===== config.mk =====
export PLATFORM = sky130hd
export DESIGN_NAME = ad_seq
export DESIGN_NICKNAME = d
export VERILOG_FILES = /design/src/rtl/ad_seq.sv
export SDC_FILE = /design/constraint.sdc
export NUM_CORES = 1
export LEC_CHECK = 0
export ABC_AREA = 1
export CORE_MARGIN = 1.5
export CORE_UTILIZATION = 57
export DETAILED_ROUTE_END_ITERATION = 10
export GPL_ROUTABILITY_DRIVEN = 0
export PLACE_DENSITY_LB_ADDON = 0.05
export SYNTH_ARGS = -nofsm -noshare
export SYNTH_HDL_FRONTEND = slang
export SYNTH_SLANG_ARGS = --single-unit

===== constraint.sdc =====
create_clock -name CLK -period 1.99 [get_ports CLK]
set_clock_uncertainty 0.2 [all_clocks]
set_input_delay 0.199 -clock CLK [delete_from_list [all_inputs] [get_ports CLK]]
set_output_delay 0.199 -clock CLK [all_outputs]
set_load 0.005 [all_outputs]

===== src/rtl/ad_seq.sv =====
// ADC0809 conversion sequencer: drives address/ALE/START/OE with clock-counted
// pulse widths, waits on a synchronized EOC, latches the result and raises sticky flags.
module ad_seq #(
  parameter int ALE_W   = 2,
  parameter int START_W = 2,
  parameter int OE_W    = 2,
  parameter int TO_CYC  = 4095
) (
  input  logic       CLK,
  input  logic       RST,
  input  logic       GO,
  input  logic [2:0] CH,
  input  logic       ACK,
  input  logic       EOC,
  input  logic [7:0] DIN,
  output logic [2:0] ADDR,
  output logic       ALE,
  output logic       START,
  output logic       OE,
  output logic [7:0] DOUT,
  output logic       BUSY,
  output logic       DONE,
  output logic       TIMEOUT,
  output logic       IRQ2
);

  typedef enum logic [2:0] {IDLE, SETUP, ALEP, STARTP, WLOW, WHIGH, READ} state_t;

  localparam logic [15:0] ALE_LAST   = 16'(ALE_W - 1);
  localparam logic [15:0] START_LAST = 16'(START_W - 1);
  localparam logic [15:0] OE_LAST    = 16'(OE_W - 1);
  localparam logic [15:0] TO_LAST    = 16'(TO_CYC - 1);

  state_t      state;
  logic [15:0] cnt;
  logic [15:0] tcnt;
  logic        eoc_p0, eoc_p1;

  always_ff @(posedge CLK) begin
    if (RST) begin
      state   <= IDLE;
      cnt     <= '0;
      tcnt    <= '0;
      eoc_p0  <= 1'b0;
      eoc_p1  <= 1'b0;
      ADDR    <= '0;
      ALE     <= 1'b0;
      START   <= 1'b0;
      OE      <= 1'b0;
      DOUT    <= '0;
      BUSY    <= 1'b0;
      DONE    <= 1'b0;
      TIMEOUT <= 1'b0;
      IRQ2    <= 1'b0;
    end else begin
      // EOC is asynchronous to CLK; only eoc_p1 feeds the state machine
      eoc_p0 <= EOC;
      eoc_p1 <= eoc_p0;

      // A set later in this block overrides the ACK clear on the same edge
      if (ACK) IRQ2 <= 1'b0;

      case (state)
        IDLE: begin
          if (GO) begin
            ADDR    <= CH;
            DONE    <= 1'b0;
            TIMEOUT <= 1'b0;
            BUSY    <= 1'b1;
            cnt     <= '0;
            state   <= SETUP;
          end
        end
        SETUP: begin
          ALE   <= 1'b1;
          cnt   <= '0;
          state <= ALEP;
        end
        ALEP: begin
          if (cnt == ALE_LAST) begin
            ALE   <= 1'b0;
            START <= 1'b1;
            cnt   <= '0;
            state <= STARTP;
          end else begin
            cnt <= cnt + 16'd1;
          end
        end
        STARTP: begin
          if (cnt == START_LAST) begin
            START <= 1'b0;
            tcnt  <= '0;
            state <= WLOW;
          end else begin
            cnt <= cnt + 16'd1;
          end
        end
        WLOW, WHIGH: begin
          // Timeout takes priority over an EOC edge seen on the same clock
          if (tcnt == TO_LAST) begin
            TIMEOUT <= 1'b1;
            IRQ2    <= 1'b1;
            BUSY    <= 1'b0;
            state   <= IDLE;
          end else begin
            tcnt <= tcnt + 16'd1;
            if (state == WLOW && !eoc_p1) begin
              state <= WHIGH;
            end else if (state == WHIGH && eoc_p1) begin
              OE    <= 1'b1;
              cnt   <= '0;
              state <= READ;
            end
          end
        end
        READ: begin
          if (cnt == OE_LAST) begin
            OE    <= 1'b0;
            DOUT  <= DIN;
            DONE  <= 1'b1;
            IRQ2  <= 1'b1;
            BUSY  <= 1'b0;
            state <= IDLE;
          end else begin
            cnt <= cnt + 16'd1;
          end
        end
        default: begin
          ALE   <= 1'b0;
          START <= 1'b0;
          OE    <= 1'b0;
          BUSY  <= 1'b0;
          state <= IDLE;
        end
      endcase
    end
  end

endmodule


==> results of run 1 <==
## sequential cells by signal, summed over array words and instances (netlist names), 3 cells and up
| register | cells |
|---|---|
| ADDR | 3 |
| DOUT | 8 |
| cnt | 16 |
| state | 3 |
| tcnt | 16 |
## cells in the mapped netlist
master / instances / area share
dfxtp_1: 55 / 0.33
and2_1: 1 / 0.0019
a21boi_0: 1 / 0.0023
ha_1: 4 / 0.015
buf_8: 1 / 0.0046
o21bai_1: 6 / 0.014
buf_6: 3 / 0.010
o221ai_1: 1 / 0.0027
nand3_1: 51 / 0.078
nand2_4: 1 / 0.0034
xnor2_1: 2 / 0.0053
xor2_1: 5 / 0.013
nor2_1: 78 / 0.089
nor2_2: 3 / 0.0057
nand3b_1: 1 / 0.0023
a31o_2: 1 / 0.0027
nor3_1: 1 / 0.0015
inv_1: 47 / 0.054
nand2_2: 1 / 0.0019
o21ai_0: 15 / 0.023
or2_2: 2 / 0.0038
nand4_1: 15 / 0.029
inv_2: 7 / 0.0080
a21oi_1: 49 / 0.075
nand3b_4: 1 / 0.0061
buf_2: 6 / 0.0091
o211ai_1: 8 / 0.018
nand2_1: 142 / 0.16
nor2_4: 2 / 0.0069
nand3_4: 2 / 0.011
clkbuf_1: 6 / 0.0069
## stage by stage
stage	TNS (ps)	hold WS, ps	cell area (sq um)	setup WS, ps	utilization
4_1_cts	0	217	3870	105	0.699
5_1_grt	-32.4	239	3880	-15.7	0.700
3_5_place_dp	0	222	3770	99.3	0.680
3_3_place_gp	0	198	3770	124	0.680
2_1_floorplan	0	106	3290	175	-
6_report	0	223	3880	148	0.700
## routing by layer
metal / track usage / up-vias / wire length, um
li1: - / 1769 / -
met1: 0.355 / 1557 / 3690
met2: 0.477 / 106 / 3790
met3: 0.0471 / 7 / 492
met4: 0.0702 / 0 / 77
met5: 0 / - / 0
## area by class of cell
cell class,count,area [sq um],area share
multi-input cells,393,1890,0.486
flip-flops and latches,55,1100,0.285
repair buffers,53,493,0.127
inverters,54,203,0.0523
well taps,72,90.1,0.0232
clock buffers,6,72.6,0.0187
clock inverters,1,30.0,0.00774
## report_power, final
| group | switching (mW) | internal [mW] | leakage, nW | total, mW |
|---|---|---|---|---|
| combinational | 0.762 | 0.446 | 1.01 | 1.21 |
| clock | 0.358 | 0.370 | 0.0513 | 0.728 |
| sequential | 0.0823 | 1.18 | 0.446 | 1.27 |
## path summary, 6_finish.rpt
check                                to  cells past startpoint  slack, ps
worst min register to register   eoc_p1                      2        230
worst max-delay path            tcnt[1]                      8        150
worst max register to register  tcnt[1]                      8        150
worst min-delay path             eoc_p0                      3        220
## critical path, delay by kind of cell (launching register included)
| family | cells | cell delay, ps |
|---|---|---|
| AO/OA/AOI/OAI | 1 | 180 |
| flip-flops | 1 | 390 |
| AND/OR/NAND/NOR | 7 | 940 |
## timing repair
item / 4_1_cts / 5_1_grt
endpoints found under the hold margin: 0 / 0
gates resized for setup: 0 / 5
hold buffers: 0 / 0
endpoints found under the setup margin: 0 / 17
## cells by family after synthesis
group,after synthesis,synth area share
adder cells (fa/ha/maj),4,0.0152
flip-flops,55,0.335
AND/OR/NAND/NOR,301,0.402
XOR/XNOR,7,0.0187
buffers and inverters,70,0.0925
AO/OA/AOI/OAI,81,0.137
==> flow_metrics.tcl, run 1 <==
set metrics [dict create \
    outcome "finished, final reports clean" \
    drcViolationCount 0 \
    clock.fmax_mhz 543 \
    root_buffer "clkbuf_8" \
    synth.distinct_cells 31 \
    grt_pass1_wl_um 14000 \
    worstSetupPathType "register to register" \
    h-tree-depth 2 \
    critPathSlowestCell "dfxtp_1" \
    dieArea_sq_mm 0.00623 \
    antenna_cells 0 \
    worst_setup_path_end_kind "register" \
    initial_core_util 0.593 \
    critPathLaunch "cnt[2]" \
    dp_hpwl_um 5920 \
    synth.net_count 538 \
    slowest_delay_ps 390 \
    grt_max_degree 33 \
    power.leakage_nw 1.50 \
    portBuffers 33 \
    nNetsFinal 582 \
    grt_overflow 0 \
    clock_path_buffers 2 \
    tritoncts "done" \
    first_iter_violations 243 \
    final_max_slew_viol_count 0 \
    wl_per_cell_um 12.7 \
    yosysSeqAreaShare 0.335 \
    die_x_um 78.9 \
    clk_latency_ps 310 \
    irDropWorstVdd_mv 0.711 \
    finalCritPeriodShare 0.926 \
    clk_pin_slew_ps 100 \
    drive_gt1_frac 0.0890 \
    cp_max_fo 16 \
    power_mw 3.20 \
    yosys_warnings 0 \
    io_pins 34 \
    synth-seq-cells 55 \
    rsz0062_at_grt "true" \
    num_rows 27 \
    firstDrtPassIters 4 \
    cap_violations 0 \
    cts_num_sinks 55 \
    synthToLayoutAreaGrowth_pct 18.0 \
    num_vias 3439 \
    netlist_area_sq_mm 0.00329 \
    postCtsSetupBuffers 0 \
    first_global_vias 3186 \
    critical_path.cell_chain "nor2_1, nand2_1, nor2_2, nand2_1, nand2_4, nand3b_4, a21oi_1, nor2_1" \
    die_h_um 78.9 \
    final_hold_viol_count 0 \
    layout_common_cells "nand2_1 (141), nor2_1 (77), dfxtp_1 (53)" \
    antenna_found_initial 0 \
    worstSetupStartpointType "register" \
    p_per_area_mw_per_mm2 826 \
    setup_violations 0 \
    relSlewSlack 0.709 \
    reg2reg_from "cnt[2]" \
    instances_no_fill 634 \
    ant_nets 0 \
    crit_required_ps 1970 \
    core_area_sq_mm 0.00554 \
    avgSynthCellArea_sq_um 6.35 \
    synth_cells 518 \
    post-route-min-period_ps 1840 \
    fillers 504 \
    track_usage 0.275 \
    worstMarginPinSlew_ps 436 \
    wl_um 8050 \
    min_path_type "input pin to register" \
    mostFrequentLayoutCell "nand2_1" \
    arrival_ps 1830 \
    worstHoldStart "EOC" \
    cts_inserted_buffers 5 \
    viasPerCell 5.42 \
    place_inst 627 \
]
(Power assumes the default switching activity.)
==> run 2, diff against run 1 <==
- CTS_CLUSTER_SIZE: default -> 8
==> results of run 2 <==
Same layout as run 1: the final DEF is identical, and so are final timing and power.
